**src/rtl/uart_pkg.sv**
```systemverilog
// Shared types and helpers for the UART core and its receiver.
// Optional parity is enabled by defining UART_PARITY_EN.
package uart_pkg;

  typedef enum logic [2:0] {
    TX_IDLE,
    TX_START,
    TX_DATA,
    TX_PARITY,
    TX_STOP
  } uart_tx_state_t;

  typedef enum logic [2:0] {
    RX_IDLE,
    RX_START,
    RX_DATA,
    RX_PARITY,
    RX_STOP,
    RX_BREAK
  } uart_rx_state_t;

  // Clock cycles per serial bit, truncated.
  function automatic int unsigned bit_ticks(input int unsigned clk_hz,
                                            input int unsigned baud);
    return clk_hz / baud;
  endfunction

endpackage

```
**src/rtl/uart_core_rx.sv**
```systemverilog
// UART receiver: 2-flop synchroniser, mid-bit sampling, framing/break handling.
// Parity check is present only when UART_PARITY_EN is defined.
module uart_rx
  import uart_pkg::*;
#(
  parameter int unsigned BIT_TICKS  = 434,
  parameter int unsigned DATA_BITS  = 8,
  parameter int unsigned PARITY_ODD = 0
) (
  input  logic                 clk_i,
  input  logic                 rst_i,
  input  logic                 rx_i,
  output logic [DATA_BITS-1:0] data_o,
  output logic                 valid_o,
  output logic                 frame_err_o,
  output logic                 parity_err_o
);

  localparam int unsigned CW = $clog2(BIT_TICKS + 1);
  localparam int unsigned BW = $clog2(DATA_BITS + 1);
  localparam logic [CW-1:0] FULL = CW'(BIT_TICKS - 1);
  localparam logic [CW-1:0] HALF = CW'(BIT_TICKS / 2);
  localparam logic [BW-1:0] LAST = BW'(DATA_BITS - 1);

  logic                 sync1_q, sync2_q;
  logic                 rx, tick;
  uart_rx_state_t       state_q, state_d;
  logic [CW-1:0]        cnt_q, cnt_d;
  logic [BW-1:0]        bit_q, bit_d;
  logic [DATA_BITS-1:0] shift_q, shift_d;
  logic [DATA_BITS-1:0] data_q, data_d;
  logic                 valid_q, valid_d;
  logic                 ferr_q, ferr_d;
  logic                 perr_q, perr_d;
  logic                 pbad_q, pbad_d;

  assign rx   = sync2_q;
  assign tick = (cnt_q == '0);

  always_ff @(posedge clk_i) begin
    if (rst_i) begin
      sync1_q <= 1'b1;
      sync2_q <= 1'b1;
      state_q <= RX_IDLE;
      cnt_q   <= '0;
      bit_q   <= '0;
      shift_q <= '0;
      pbad_q  <= 1'b0;
      data_q  <= '0;
      valid_q <= 1'b0;
      ferr_q  <= 1'b0;
      perr_q  <= 1'b0;
    end else begin
      sync1_q <= rx_i;
      sync2_q <= sync1_q;
      state_q <= state_d;
      cnt_q   <= cnt_d;
      bit_q   <= bit_d;
      shift_q <= shift_d;
      pbad_q  <= pbad_d;
      data_q  <= data_d;
      valid_q <= valid_d;
      ferr_q  <= ferr_d;
      perr_q  <= perr_d;
    end
  end

  always_comb begin
    state_d = state_q;
    cnt_d   = tick ? cnt_q : cnt_q - CW'(1);
    bit_d   = bit_q;
    shift_d = shift_q;
    pbad_d  = pbad_q;
    unique case (state_q)
      RX_IDLE: begin
        if (!rx) begin
          state_d = RX_START;
          cnt_d   = HALF;
        end
      end
      // A high line at any point before mid-start is a glitch, not a frame.
      RX_START: begin
        if (rx) begin
          state_d = RX_IDLE;
        end else if (tick) begin
          state_d = RX_DATA;
          cnt_d   = FULL;
          bit_d   = '0;
        end
      end
      RX_DATA: begin
        if (tick) begin
          shift_d = {rx, shift_q[DATA_BITS-1:1]};
          cnt_d   = FULL;
          bit_d   = bit_q + BW'(1);
          if (bit_q == LAST) begin
`ifdef UART_PARITY_EN
            state_d = RX_PARITY;
`else
            state_d = RX_STOP;
`endif
          end
        end
      end
`ifdef UART_PARITY_EN
      RX_PARITY: begin
        if (tick) begin
          pbad_d  = rx ^ (^shift_q) ^ 1'(PARITY_ODD);
          cnt_d   = FULL;
          state_d = RX_STOP;
        end
      end
`endif
      RX_STOP: begin
        if (tick) state_d = rx ? RX_IDLE : RX_BREAK;
      end
      RX_BREAK: begin
        if (rx) state_d = RX_IDLE;
      end
      default: state_d = RX_IDLE;
    endcase
  end

  always_comb begin
    valid_d = 1'b0;
    data_d  = data_q;
    ferr_d  = ferr_q;
    perr_d  = perr_q;
    if (state_q == RX_STOP && tick) begin
      valid_d = 1'b1;
      data_d  = shift_q;
      ferr_d  = !rx;
`ifdef UART_PARITY_EN
      perr_d  = pbad_q;
`else
      perr_d  = 1'b0;
`endif
    end
  end

`ifndef UART_PARITY_EN
  logic unused_parity_cfg;
  assign unused_parity_cfg = 1'(PARITY_ODD);
`endif

  assign data_o       = data_q;
  assign valid_o      = valid_q;
  assign frame_err_o  = ferr_q;
  assign parity_err_o = perr_q;

endmodule

```
**src/rtl/uart_core.sv**
```systemverilog
// Full-duplex UART with valid/ready fabric side; TX FSM here, RX in uart_rx.
// Define UART_PARITY_EN to add a parity bit after the data bits.
module uart_core
  import uart_pkg::*;
#(
  parameter int unsigned CLK_HZ     = 50_000_000,
  parameter int unsigned BAUD       = 115_200,
  parameter int unsigned DATA_BITS  = 8,
  parameter int unsigned STOP_BITS  = 1,
  parameter int unsigned PARITY_ODD = 0
) (
  input  logic                 ipClk,
  input  logic                 ipReset,
  input  logic [DATA_BITS-1:0] ipTxData,
  input  logic                 ipTxValid,
  output logic                 opTxReady,
  output logic                 opTx,
  input  logic                 ipRx,
  output logic [DATA_BITS-1:0] opRxData,
  output logic                 opRxValid,
  output logic                 opRxFrameErr,
  output logic                 opRxParityErr
);

  localparam int unsigned BIT_TICKS = bit_ticks(CLK_HZ, BAUD);
  localparam int unsigned CW = $clog2(BIT_TICKS + 1);
  localparam int unsigned BW = $clog2(DATA_BITS + 1);
  localparam logic [CW-1:0] FULL      = CW'(BIT_TICKS - 1);
  localparam logic [BW-1:0] LAST_DATA = BW'(DATA_BITS - 1);
  localparam logic [BW-1:0] LAST_STOP = BW'(STOP_BITS - 1);

  uart_tx_state_t       tx_state_q, tx_state_d;
  logic [CW-1:0]        tx_cnt_q, tx_cnt_d;
  logic [BW-1:0]        tx_bit_q, tx_bit_d;
  logic [DATA_BITS-1:0] tx_shift_q, tx_shift_d;
  logic                 tx_par_q, tx_par_d;
  logic                 tx_tick, tx_accept;

  assign tx_tick   = (tx_cnt_q == '0);
  assign tx_accept = ipTxValid && opTxReady;

  always_ff @(posedge ipClk) begin
    if (ipReset) begin
      tx_state_q <= TX_IDLE;
      tx_cnt_q   <= '0;
      tx_bit_q   <= '0;
      tx_shift_q <= '0;
      tx_par_q   <= 1'b0;
    end else begin
      tx_state_q <= tx_state_d;
      tx_cnt_q   <= tx_cnt_d;
      tx_bit_q   <= tx_bit_d;
      tx_shift_q <= tx_shift_d;
      tx_par_q   <= tx_par_d;
    end
  end

  always_comb begin
    tx_state_d = tx_state_q;
    tx_cnt_d   = tx_tick ? tx_cnt_q : tx_cnt_q - CW'(1);
    tx_bit_d   = tx_bit_q;
    tx_shift_d = tx_shift_q;
    tx_par_d   = tx_par_q;
    unique case (tx_state_q)
      TX_IDLE: begin
        if (tx_accept) begin
          tx_state_d = TX_START;
          tx_cnt_d   = FULL;
          tx_bit_d   = '0;
          tx_shift_d = ipTxData;
`ifdef UART_PARITY_EN
          tx_par_d   = (^ipTxData) ^ 1'(PARITY_ODD);
`endif
        end
      end
      TX_START: begin
        if (tx_tick) begin
          tx_state_d = TX_DATA;
          tx_cnt_d   = FULL;
        end
      end
      // The bit counter is reused to count stop bits once data is out.
      TX_DATA: begin
        if (tx_tick) begin
          tx_cnt_d   = FULL;
          tx_shift_d = tx_shift_q >> 1;
          tx_bit_d   = tx_bit_q + BW'(1);
          if (tx_bit_q == LAST_DATA) begin
            tx_bit_d   = '0;
`ifdef UART_PARITY_EN
            tx_state_d = TX_PARITY;
`else
            tx_state_d = TX_STOP;
`endif
          end
        end
      end
`ifdef UART_PARITY_EN
      TX_PARITY: begin
        if (tx_tick) begin
          tx_state_d = TX_STOP;
          tx_cnt_d   = FULL;
        end
      end
`endif
      TX_STOP: begin
        if (tx_tick) begin
          if (tx_bit_q == LAST_STOP) begin
            tx_state_d = TX_IDLE;
          end else begin
            tx_bit_d = tx_bit_q + BW'(1);
            tx_cnt_d = FULL;
          end
        end
      end
      default: tx_state_d = TX_IDLE;
    endcase
  end

  // Ready is masked during reset so it rises on the first released cycle.
  always_comb begin
    opTx      = 1'b1;
    opTxReady = 1'b0;
    unique case (tx_state_q)
      TX_IDLE:   opTxReady = !ipReset;
      TX_START:  opTx      = 1'b0;
      TX_DATA:   opTx      = tx_shift_q[0];
      TX_PARITY: opTx      = tx_par_q;
      TX_STOP:   opTx      = 1'b1;
      default:   opTx      = 1'b1;
    endcase
  end

  uart_rx #(
    .BIT_TICKS (BIT_TICKS),
    .DATA_BITS (DATA_BITS),
    .PARITY_ODD(PARITY_ODD)
  ) u_rx (
    .clk_i       (ipClk),
    .rst_i       (ipReset),
    .rx_i        (ipRx),
    .data_o      (opRxData),
    .valid_o     (opRxValid),
    .frame_err_o (opRxFrameErr),
    .parity_err_o(opRxParityErr)
  );

endmodule

```
**config.mk**
```make
export PLATFORM = sky130hd
export DESIGN_NAME = uart_core
export DESIGN_NICKNAME = d
export VERILOG_FILES = /design/src/rtl/uart_pkg.sv /design/src/rtl/uart_core_rx.sv /design/src/rtl/uart_core.sv
export SDC_FILE = /design/constraint.sdc
export NUM_CORES = 1
export LEC_CHECK = 0
export BUFFER_PORTS_ARGS = -buffer_cell sky130_fd_sc_hd__buf_2
export CAP_MARGIN = 20
export CORE_ASPECT_RATIO = 0.9
export CORE_MARGIN = 5
export CORE_UTILIZATION = 45
export CTS_CLUSTER_DIAMETER = 60
export DETAILED_ROUTE_END_ITERATION = 12
export PLACE_DENSITY_LB_ADDON = 0.15
export SLEW_MARGIN = 10
export SYNTH_ARGS = -nofsm -noshare
export SYNTH_HDL_FRONTEND = slang
export SYNTH_SLANG_ARGS = --single-unit
```
**constraint.sdc**
```tcl
create_clock -name ipClk -period 3.25 [get_ports ipClk]
set_input_delay 0.65 -clock ipClk [delete_from_list [all_inputs] [get_ports ipClk]]
set_output_delay 0.65 -clock ipClk [all_outputs]
set_load 0.02 [all_outputs]
```
# Word-level counts from Yosys, hierarchy flattened

Index checks and enable logic that the tools add are counted.

Flip-flop bits (word level): 60
Latch bits: 0
Bits in writable memories: 0
Memory bits (read-only): 0
Input port bits: 12
Output and inout bits: 13
Logic and storage cells: 105
Memories kept: 0

Add/sub/neg operators: 4
$mul: 0
Divide/modulo/power cells: 0
Magnitude comparators: 0
Equal/unequal tests: 25
Shift-type cells: 0
Multiplexer cells: 43
Bitwise gates (word level): 0
Reductions and logical operators: 20

Operator list:

| cell                                                  | count |
|---|---|
| 2-to-1 mux 9 bit                                      | 9 |
| case mux 9 bit (3 select lines)                       | 2 |
| 2-to-1 mux 3 bit                                      | 14 |
| 2-to-1 mux 4 bit                                      | 8 |
| logical NOT 9 bit                                     | 2 |
| inequality test 2 bit, second input constant          | 9 |
| subtractor 9 x 1 -> 9 bit, second input constant      | 2 |
| 2-to-1 mux 8 bit                                      | 2 |
| case mux 8 bit (2 select lines)                       | 1 |
| case mux 3 bit (5 select lines)                       | 1 |
| case mux 3 bit (4 select lines)                       | 1 |
| case mux 4 bit (3 select lines)                       | 1 |
| AND reduction 6 bit                                   | 2 |
| inequality test 2 x 1 -> 1 bit, second input constant | 5 |
| equality test 3 x 2 -> 1 bit, second input constant   | 3 |
| equality test 3 bit, second input constant            | 3 |
| adder 4 x 1 -> 4 bit, second input constant           | 2 |
| equality test 4 x 3 -> 1 bit, second input constant   | 2 |
| case mux 4 bit (2 select lines)                       | 1 |
| equality test 3 x 1 -> 1 bit, second input constant   | 2 |
| logical NOT 3 bit                                     | 2 |
| AND reduction 5 bit                                   | 1 |
| logical NOT 4 bit                                     | 1 |
| AND reduction 4 bit                                   | 1 |
| other kinds (10)                                      | 15 |

# Depth between registers and ports, before layout

Gate-level depths: netlist (run 1).

Word-level depth: 5
Mapped depth: 12
Gate-level depth less buffers: 11

# Cells and area by module

Synthesis (run 1) repeated with hierarchy kept, for this count alone.

Cell total of the unflattened synthesis: 364
Area, all modules: 3263.1 um2

Modules (own cells, without submodules):

| module    | times used | cells each | area each (um2) | seq. area each (um2) |
|---|---|---|---|---|
| uart_rx   | 1          | 191        | 1781.7          | 720.7 |
| uart_core | 1          | 173        | 1481.4          | 480.5 |

# Worst setup path before layout (run 1)

OpenSTA, ideal clock, no wires.

Path kind: flip-flop to flip-flop
Start point: reg u_rx.cnt_q[0]
End point: reg u_rx.cnt_q[0]
Library setup time: 0.119 ns
Arrival: 2.386 ns
Required time: 3.131 ns
Path slack: 0.746 ns
Stages on the path, launching flop included: 12
Path buffers: 1
Clock period less this slack: 2.504 ns
Cells stage by stage: dfxtp_1 > inv_1 > ha_1 > or4b_4 > nor3_4 > inv_4 > buf_6 > ha_1 > mux2_2 > nor2_1 > a21oi_1 > o221a_2

Word-level cells in the longest chain between the ends: 5
Elaborated cells on any way between the ends: 7
Those cells by class: add/sub: 1; mux: 5; reduce/logical: 1

RTL lines:

| item                                                                  | RTL line                               | source |
|---|---|---|
| from (decl)                                                           | uart_core_rx.sv:28                     | `logic [CW-1:0] cnt_q, cnt_d;` |
| from (signal assigned)                                                | uart_core_rx.sv:57                     | `cnt_q <= cnt_d;` |
| subtractor 9 x 1 -> 9 bit / logical NOT 9 bit (equally long branches) | uart_core_rx.sv:70, uart_core_rx.sv:38 |  |
| 2-to-1 mux 9 bit                                                      | uart_core_rx.sv:70                     | `cnt_d = tick ? cnt_q : cnt_q - CW'(1);` |
| 2-to-1 mux 9 bit                                                      | uart_core_rx.sv:85, uart_core_rx.sv:92 |  |
| 2-to-1 mux 9 bit                                                      | uart_core_rx.sv:83                     | `if (rx) begin` |
| case mux 9 bit (3 select lines) *                                     | uart_core_rx.sv:74                     | `unique case (state_q)` |

Every way passes the cells marked *; elsewhere a longest branch is shown, timed or not.
A chain may end at the register's enable or synchronous reset.

# Worst setup path in the final report (run 1)

Same ends and word-level chain as after synthesis.

==> impl_metrics.tcl, run 1 <==
set metrics [dict create \
    status "finished clean" \
    endpoint_kind "register" \
    synth_edf_count 0 \
    drv_cap 0 \
    clock_latency_ns 0.34 \
    arrival_ns 2.84 \
    peakVddDrop_uv 400 \
    gp_congestion 0.785 \
    initial_core_util 0.458 \
    p_total_uw 2740 \
    drtPass1Iterations 4 \
    fp.dieH_um 87.3 \
    yosysTopAreaCell "dfxtp_1" \
    netlist_area_um2 2990 \
    core_area_um2 6520 \
    yosysWarnings 0 \
    hold_depth 1 \
    hpwl_mm 4.17 \
    fmax_mhz 383 \
    yosysUniqueCellTypes 61 \
    syn_inst 358 \
    clock_path_buffers 2 \
    root_buffer "clkbuf_8" \
    tns_ns 0 \
    grt_remaining_overflow 0 \
    syn_nets 378 \
    crit_required_ns 3.48 \
    htreeDepth 3 \
    final_hold_viol_count 0 \
    fin_area_um2 3330 \
    min_to "u_rx.rx" \
    rr_startpoint "u_rx.cnt_q[0]" \
    setup_viol 0 \
    drt_iter0_markers 124 \
    drt-total-wl_mm 6.05 \
    p_per_area_nw_per_um2 821 \
    clk_pin_slew_ns 0.07 \
    grt_max_degree 41 \
    cts_hold_buf 0 \
    drc 0 \
    slew_headroom 0.621 \
    ant_nets 0 \
    fin_crit_ns 2.61 \
    synthArstFlopShare 0 \
    vias 2520 \
    r2r_cells 10 \
    grt_pass1_vias 2365 \
    cts_num_sinks 60 \
    drv_slew 0 \
    critPathLaunch "u_rx.cnt_q[0]" \
    ys_ff_latch 60 \
    criticalPathCategory "reg -> reg" \
    synthTopCellsByArea "dfxtp_1 (40%), a21oi_1 (6.7%), nand2_1 (6.4%), nor2_1 (4.1%), ha_1 (3.4%)" \
    n_antenna_cell 0 \
    cts_inserted_buffers 9 \
    cp_max_fo 14 \
    viasPerCell 5.36 \
    tightest_slew_ns 0.568 \
    portBuffers 23 \
    holdCritPathClass "reg -> reg" \
    post_cts_resized 0 \
    start_kind "register" \
    cts_setup_buffers 0 \
    grt_pass1_wl_mm 10.6 \
    leakage_uw 0.00129 \
    ys.flop_type "dfxtp_1" \
    finalClockSkew_ns 0.00907 \
    area_growth_pct 11.6 \
    die-area_um2 8370 \
    die_w_um 95.9 \
    cts_tree "built" \
    grt_setup_unrepaired "no" \
    layout.nets 395 \
    io_pins 25 \
    wire_per_inst_um 12.9 \
    drive_gt1_frac 0.168 \
    syn_avg_cell_area_um2 8.34 \
    grt_antenna_before_repair 0 \
    min_from "u_rx.sync1_q" \
    ys_seq_area_frac 0.402 \
    placed_area_um2 3130 \
    final.period_utilization 0.804 \
    track_usage 0.163 \
    r2r_slack_ns 0.64 \
    row_count 28 \
    reg2reg_to "u_rx.cnt_q[0]" \
    synth_top_area_share 0.402 \
]
-- registers in the layout, summed over array words and instances (netlist names), 3 cells and up --
signal	cells
u_rx.bit_q	4
u_rx.data_o	8
tx_bit_q	4
u_rx.state_q	3
u_rx.shift_q	8
u_rx.cnt_q	9
tx_cnt_q	9
tx_shift_q	8
tx_state_q	3
-- Yosys cell counts (2+ instances only) --
library cell  number
a211oi_1          12
a21oi_1           40
a31oi_1            4
and2_1             2
and3_1             2
buf_2              3
buf_4              4
clkbuf_1          11
dfxtp_1           60
ha_1               8
inv_1              8
mux2_2             2
mux2i_1           10
nand2_1           51
nand2b_1           6
nand3_1            8
nand3b_1           2
nand4_1            2
nand4b_1           2
nor2_1            33
nor2b_1            6
nor3_1            10
nor3b_1            2
nor4_1             3
o21ai_0           15
o31ai_1            3
or2_2              2
or3_1              4
or3b_2             4
xnor2_1            4
xor2_1             5
-- worst max-delay path by stage --
| stage | end | cells past startpoint |
|---|---|---|
| 2_1_floorplan | u_rx.cnt_q[0] | 11 |
| 6_report | u_rx.cnt_q[0] | 10 |
| 3_5_place_dp | u_rx.cnt_q[0] | 10 |
| 3_3_place_gp | u_rx.cnt_q[0] | 10 |
| 4_1_cts | u_rx.cnt_q[0] | 10 |
| 5_1_grt | u_rx.cnt_q[0] | 10 |
-- cell type report --
| class | instances | area (um2) |
|---|---|---|
| fill | 656 | 3190 |
| multi-input combinational | 270 | 1650 |
| sequential | 60 | 1200 |
| timing repair buffer | 25 | 130 |
| clock buffer | 9 | 124 |
| tap | 90 | 113 |
| clock inverter | 7 | 76.3 |
| inverter | 9 | 36.3 |
-- metal layers --
layer | vias up | track usage | part of all wire | wire [um]
li1 | 1301 | - | - | -
met1 | 1155 | 0.217 | 0.52 | 3150
met2 | 51 | 0.241 | 0.42 | 2550
met3 | 13 | 0.0622 | 0.039 | 238
met4 | 0 | 0.0556 | 0.018 | 110
met5 | - | 0 | 0 | 0
-- cell families after synthesis --
family	synth area share
AND/OR/NAND/NOR	0.270
AO/OA/AOI/OAI	0.181
flip-flops	0.402
buffers and inverters	0.0448
multiplexers	0.0411
XOR/XNOR	0.0264
adder cells (fa/ha/maj)	0.0335
other	0.00126
-- placed cells by master (no fill, tap or decap), types with 5 or more instances in the layout --
cell      synthesis  final
a211oi_1         12     12
a21oi_1          40     40
buf_2             3     23
clkbuf_8          0      9
dfxtp_1          60     60
ha_1              8      8
inv_1             8      8
mux2i_1          10     10
nand2_1          51     51
nand2b_1          6      6
nand3_1           8      8
nor2_1           33     33
nor2b_1           6      6
nor3_1           10     10
o21ai_0          15     15
xor2_1            5      5
-- stage by stage --
stage | std cells | setup slack, ns | util | hold WS (ns)
detailed placement | 454 | 0.648 | 0.480 | 0.400
CTS | 470 | 0.636 | 0.511 | 0.421
finish | 470 | 0.636 | 0.511 | 0.421
floorplan | 358 | 0.746 | - | 0.389
global placement | 454 | 0.710 | 0.480 | 0.392
global route | 470 | 0.427 | 0.511 | 0.456
-- report_power, final --
part / switching [uW] / internal (uW)
clock: 317 / 357
sequential: 148 / 866
combinational: 592 / 455
total: 1060 / 1680
-- worst max-delay path, cell delays in order, from the launching register on --
cell,delay (ns)
dfxtp_1,0.33
inv_1,0.08
ha_1,0.16
or4b_4,0.49
nor3_4,0.35
inv_4,0.14
ha_1,0.31
mux2_2,0.26
nor2_1,0.09
a21oi_1,0.05
o221a_2,0.24
Note: power is estimated with default switching activity, not from simulation.
==> run 2: changes to the inputs <==
--- a/config.mk
+++ b/config.mk
@@ -5,6 +5,7 @@
 export SDC_FILE = /design/constraint.sdc
 export NUM_CORES = 1
 export LEC_CHECK = 0
+export ABC_AREA = 1
 export BUFFER_PORTS_ARGS = -buffer_cell sky130_fd_sc_hd__buf_2
 export CAP_MARGIN = 20
 export CORE_ASPECT_RATIO = 0.9
==> constraint.sdc (replaced) <==
create_clock -name ipClk -period 2.3 [get_ports ipClk]
set_input_delay 0.46 -clock ipClk [delete_from_list [all_inputs] [get_ports ipClk]]
set_output_delay 0.46 -clock ipClk [all_outputs]
set_load 0.02 [all_outputs]
==> impl_metrics.tcl, run 2 <==
set metrics [dict create \
    cts_hold_buf 0 \
    wire_per_inst_um 11.4 \
    synthTopCellsByArea "dfxtp_1 (38%), nand2_1 (8.1%), nor2_1 (7.4%), o21ai_0 (5.8%), a21oi_1 (4.6%)" \
    cts_num_sinks 60 \
    start_kind "register" \
    ys_seq_area_frac 0.377 \
    hold_depth 2 \
    cts_tree "built" \
    viasPerCell 4.87 \
    htreeDepth 3 \
    crit_path_top_delay_cell "dfxtp_1" \
    ys_top_cells_by_count "nand2_1 (69), nor2_1 (63), dfxtp_1 (60), inv_1 (38), o21ai_0 (37)" \
    post_cts_resized 0 \
    syn_nets 462 \
    place_worst_setup_slack_ns 0.449 \
    drv_cap 0 \
    ys.flop_type "dfxtp_1" \
    die_w_um 98.7 \
    drive_gt1_frac 0.218 \
    hpwl_mm 4.63 \
    die-area_um2 8870 \
    fin_crit_ns 1.86 \
    max_stage_delay_ns 0.38 \
    fp.dieH_um 89.8 \
    setup_viol 0 \
    whs_ns 0.308 \
    final_hold_viol_count 0 \
    drtPass1Iterations 4 \
    io_pins 25 \
    row_count 29 \
    gp_congestion 0.826 \
    vias 2750 \
    multi_input_area_um2 1690 \
    core_area_um2 6970 \
    grt_max_degree 33 \
    fmax_mhz 538 \
    yosysWarnings 0 \
    endpoint_kind "primary output" \
    drv_slew 0 \
    ant_nets 0 \
    arrival_ns 1.40 \
    n_antenna_cell 0 \
    syn_avg_cell_area_um2 7.21 \
    grt_remaining_overflow 0 \
    finalWorstSetupSlack_ns 0.441 \
    peakVddDrop_uv 627 \
    holdCritPathClass "in -> reg" \
    cp_cell_sequence "inv_2 > nor2_1 > o21ai_0 > buf_2" \
    cts_setup_buffers 0 \
    cp_max_fo 5 \
    synthArstFlopShare 0 \
    clk_pin_slew_ns 0.08 \
    yosysTopAreaCell "dfxtp_1" \
    root_buffer "clkbuf_8" \
    grt_pass1_vias 2723 \
    track_usage 0.161 \
    grt_setup_unrepaired "no" \
    drt_iter0_markers 97 \
    crit_required_ns 1.84 \
    clock_path_buffers 2 \
    criticalPathCategory "reg -> out" \
    initial_core_util 0.457 \
    drt-total-wl_mm 6.46 \
    clock_latency_ns 0.33 \
    cts_inserted_buffers 9 \
    r2r_cells 11 \
    portBuffers 23 \
    final.period_utilization 0.808 \
    synth_most_common_cell "nand2_1" \
    layout.nets 487 \
    area_growth_pct 11.2 \
    p_per_area_nw_per_um2 1390 \
    grt_pass1_wl_mm 12.0 \
    nFillCells 734 \
    grt_antenna_before_repair 0 \
    synth_top_area_share 0.377 \
    netlist_area_um2 3190 \
    ys_ff_latch 60 \
    layout_common_cells "nand2_1 (69), nor2_1 (63), dfxtp_1 (60), inv_1 (38), o21ai_0 (37)" \
    seq_area_um2 1200 \
    final_common_cell "nand2_1" \
    synth_edf_count 0 \
    status "finished clean" \
    leakage_uw 0.00168 \
    reg.largest.list "tx_cnt_q: 9 flops, u_rx.cnt_q: 9 flops" \
    syn_inst 442 \
    yosysUniqueCellTypes 40 \
    finalClockSkew_ns 0.00976 \
    tns_ns 0 \
    drc 0 \
]
==> run 2: cell types whose count changed after synthesis, moves of 7 or more <==
cell and change:
o21ai_0 +22, a21oi_1 -11, nor3_1 -7, nand2_1 +18, a211oi_1 -11, inv_1 +30
clkbuf_1 -7, mux2i_1 -10, inv_2 +19, nor2_1 +30, nand3_1 +17, nand2_2 +13
==> run 2: kinds of logic (layout without fill, tap and decap cells) <==
kind of cell,count (synthesis),after routing,share of synthesized area
and+or+nand+nor,208,208,0.319
AOI/OAI and AO/OA,87,87,0.155
buffers and inverters,69,99,0.0923
DFF,60,60,0.377
xor gates and xnor gates,9,9,0.0247
adders and majority gates,8,8,0.0314
other,1,1,0.00118
==> run 2: layer usage <==
layer | global-route usage | part of all wire
met1 | 0.207 | 0.50
met5 | 0 | 0
met2 | 0.252 | 0.45
met4 | 0.0683 | 0.014
met3 | 0.0449 | 0.034
==> run 2: per-stage QoR <==
stage,std cells,util,area [um2],total power (uW)
finish,565,0.509,3540,4910
global route,565,0.509,3540,5440
CTS,565,0.509,3540,4960
detailed placement,549,0.482,3360,4050
global placement,549,0.482,3360,4010
floorplan,442,-,3190,3670
==> run 2: worst paths after layout <==
kind	endpoint	from	slack [ns]
setup / recovery	opTx	tx_state_q[1]	0.44
hold / removal	u_rx.sync1_q	ipRx	0.31
setup reg to reg	tx_cnt_q[2]	tx_cnt_q[0]	0.44
hold reg to reg	u_rx.rx	u_rx.sync1_q	0.41
==> run 2: layout make-up <==
cell class,instances,area share
inverter,58,0.0621
sequential,60,0.339
clock inverter,6,0.0134
timing repair buffer,25,0.0367
tap,93,0.0328
clock buffer,10,0.0388
multi-input combinational,313,0.477
==> run 2: report_power, final <==
group / leakage [uW] / switching [uW] / total, uW / internal [uW]
clock network: 0.0000933 / 452 / 881 / 429
logic: 0.00109 / 1630 / 2500 / 872
registers: 0.000491 / 213 / 1530 / 1320
==> run 2: worst max-delay path, delay by kind of cell (launching register included) <==
kind | cells | cell delay, ns
AOI/OAI and AO/OA | 1 | 0.31
buffers and inverters | 2 | 0.34
DFF | 1 | 0.38
and+or+nand+nor | 1 | 0.04
==> run 3: changes to the inputs <==
==> constraint.sdc (replaced) <==
create_clock -name ipClk -period 1.9 [get_ports ipClk]
set_input_delay 0.38 -clock ipClk [delete_from_list [all_inputs] [get_ports ipClk]]
set_output_delay 0.38 -clock ipClk [all_outputs]
set_load 0.02 [all_outputs]
==> impl_metrics.tcl, run 3 (synthesis results as in run 2) <==
set metrics [dict create \
    setup_viol 0 \
    grt-busiest-layer "met2" \
    root_buffer "clkbuf_8" \
    nFillCells 729 \
    fmax_mhz 581 \
    core_area_um2 6970 \
    endpoint_kind "primary output" \
    grt_setup_unrepaired "no" \
    die_w_um 98.7 \
    io_pins 25 \
    tns_ns 0 \
    place_worst_setup_slack_ns 0.154 \
    status "finished clean" \
    p_per_area_nw_per_um2 1730 \
    finalClockSkew_ns 0.0101 \
    criticalPathCategory "reg -> out" \
    final_common_cell "nand2_1" \
    cts_inserted_buffers 9 \
    clock_latency_ns 0.34 \
    drive_gt1_frac 0.225 \
    grt_antenna_before_repair 0 \
    final.period_utilization 0.905 \
    grt_pass1_wl_mm 11.9 \
    grt_remaining_overflow 0 \
    gp_congestion 0.839 \
    fp.dieH_um 89.8 \
    drv_cap 0 \
    cts_tree "built" \
    track_usage 0.159 \
    grt_use_met3 0.0372 \
    drc 0 \
    hpwl_mm 4.72 \
    final_hold_viol_count 0 \
    layout_common_cells "nand2_1 (69), nor2_1 (63), dfxtp_1 (60), inv_1 (38), o21ai_0 (37)" \
    row_count 29 \
    viasPerCell 4.85 \
    n_antenna_cell 0 \
    instances_no_fill 569 \
    arrival_ns 1.34 \
    crit_required_ns 1.52 \
    drt-total-wl_mm 6.52 \
    clk_pin_slew_ns 0.07 \
    leakage_uw 0.00171 \
    layout.nets 491 \
    cts_setup_buffers 0 \
    peakVddDrop_uv 559 \
    grt_max_degree 33 \
    holdCritPathClass "in -> reg" \
    area_growth_pct 13.5 \
    post_cts_resized 0 \
    wire_per_inst_um 11.5 \
    post-route-util 0.519 \
    portBuffers 23 \
    initial_core_util 0.457 \
    grt_pass1_vias 2682 \
    start_kind "register" \
    fin_crit_ns 1.72 \
    seq_area_um2 1200 \
    reg.largest.list "tx_cnt_q: 9 flops, u_rx.cnt_q: 9 flops" \
    drtPass1Iterations 4 \
    drt_iter0_markers 139 \
    finalWorstSetupSlack_ns 0.180 \
    die-area_um2 8870 \
    met2_usage 0.251 \
    cp_max_fo 5 \
    p_total_uw 6270 \
    cts_num_sinks 60 \
    drv_slew 0 \
    ant_nets 0 \
    htreeDepth 3 \
    clock_path_buffers 2 \
    dp_cells 551 \
    cts_hold_buf 0 \
    grt_use_met1 0.211 \
    multi_input_area_um2 1690 \
    vias 2758 \
]
==> run 3: cell count changes in the layout (fill, tap and decap cells not counted), sizes merged <==
cell / change
clkbuf: -1
buf: +4
inv: +2
bufinv: +2
clkinv: -3
==> run 3: worst max-delay path, cell delays in order (launching register included) <==
cell and delay, ns:
dfxtp_1 0.37, inv_2 0.09, nor2_1 0.04, o21ai_0 0.26, buf_2 0.24
==> run 3: routing by layer <==
metal  up-vias  wire length, um
met4         0               83
met5         -                0
met1      1222             3260
met3         8              173
li1       1487                -
met2        41             3000
==> run 3: area by class of cell <==
cell class / count / share of cell area
inverter: 58 / 0.0609
multi-input combinational: 313 / 0.468
sequential: 60 / 0.332
timing repair buffer: 29 / 0.0443
tap: 93 / 0.0322
clock inverter: 7 / 0.0284
clock buffer: 9 / 0.0343
==> run 3: metrics by stage <==
stage          hold WS, ns  cell area [um2]
2_1_floorplan        0.389             3190
3_3_place_gp         0.391             3370
3_5_place_dp         0.399             3370
4_1_cts              0.207             3600
5_1_grt              0.218             3620
6_report             0.224             3620
==> run 3: path summary, 6_finish.rpt <==
| kind | startpoint | to | slack, ns | cells past startpoint |
|---|---|---|---|---|
| setup / recovery | tx_state_q[1] | opTx | 0.18 | 4 |
| hold / removal | ipRx | u_rx.sync1_q | 0.22 | 2 |
| setup reg to reg | u_rx.cnt_q[1] | u_rx.cnt_q[0] | 0.19 | 8 |
| hold reg to reg | u_rx.sync1_q | u_rx.rx | 0.42 | 1 |
==> run 3: report_power, final <==
group | leakage, uW | switching (uW) | total, uW | internal, uW
Combinational | 0.00111 | 1970 | 3090 | 1120
Clock | 0.000111 | 564 | 1320 | 757
Sequential | 0.000491 | 265 | 1860 | 1590
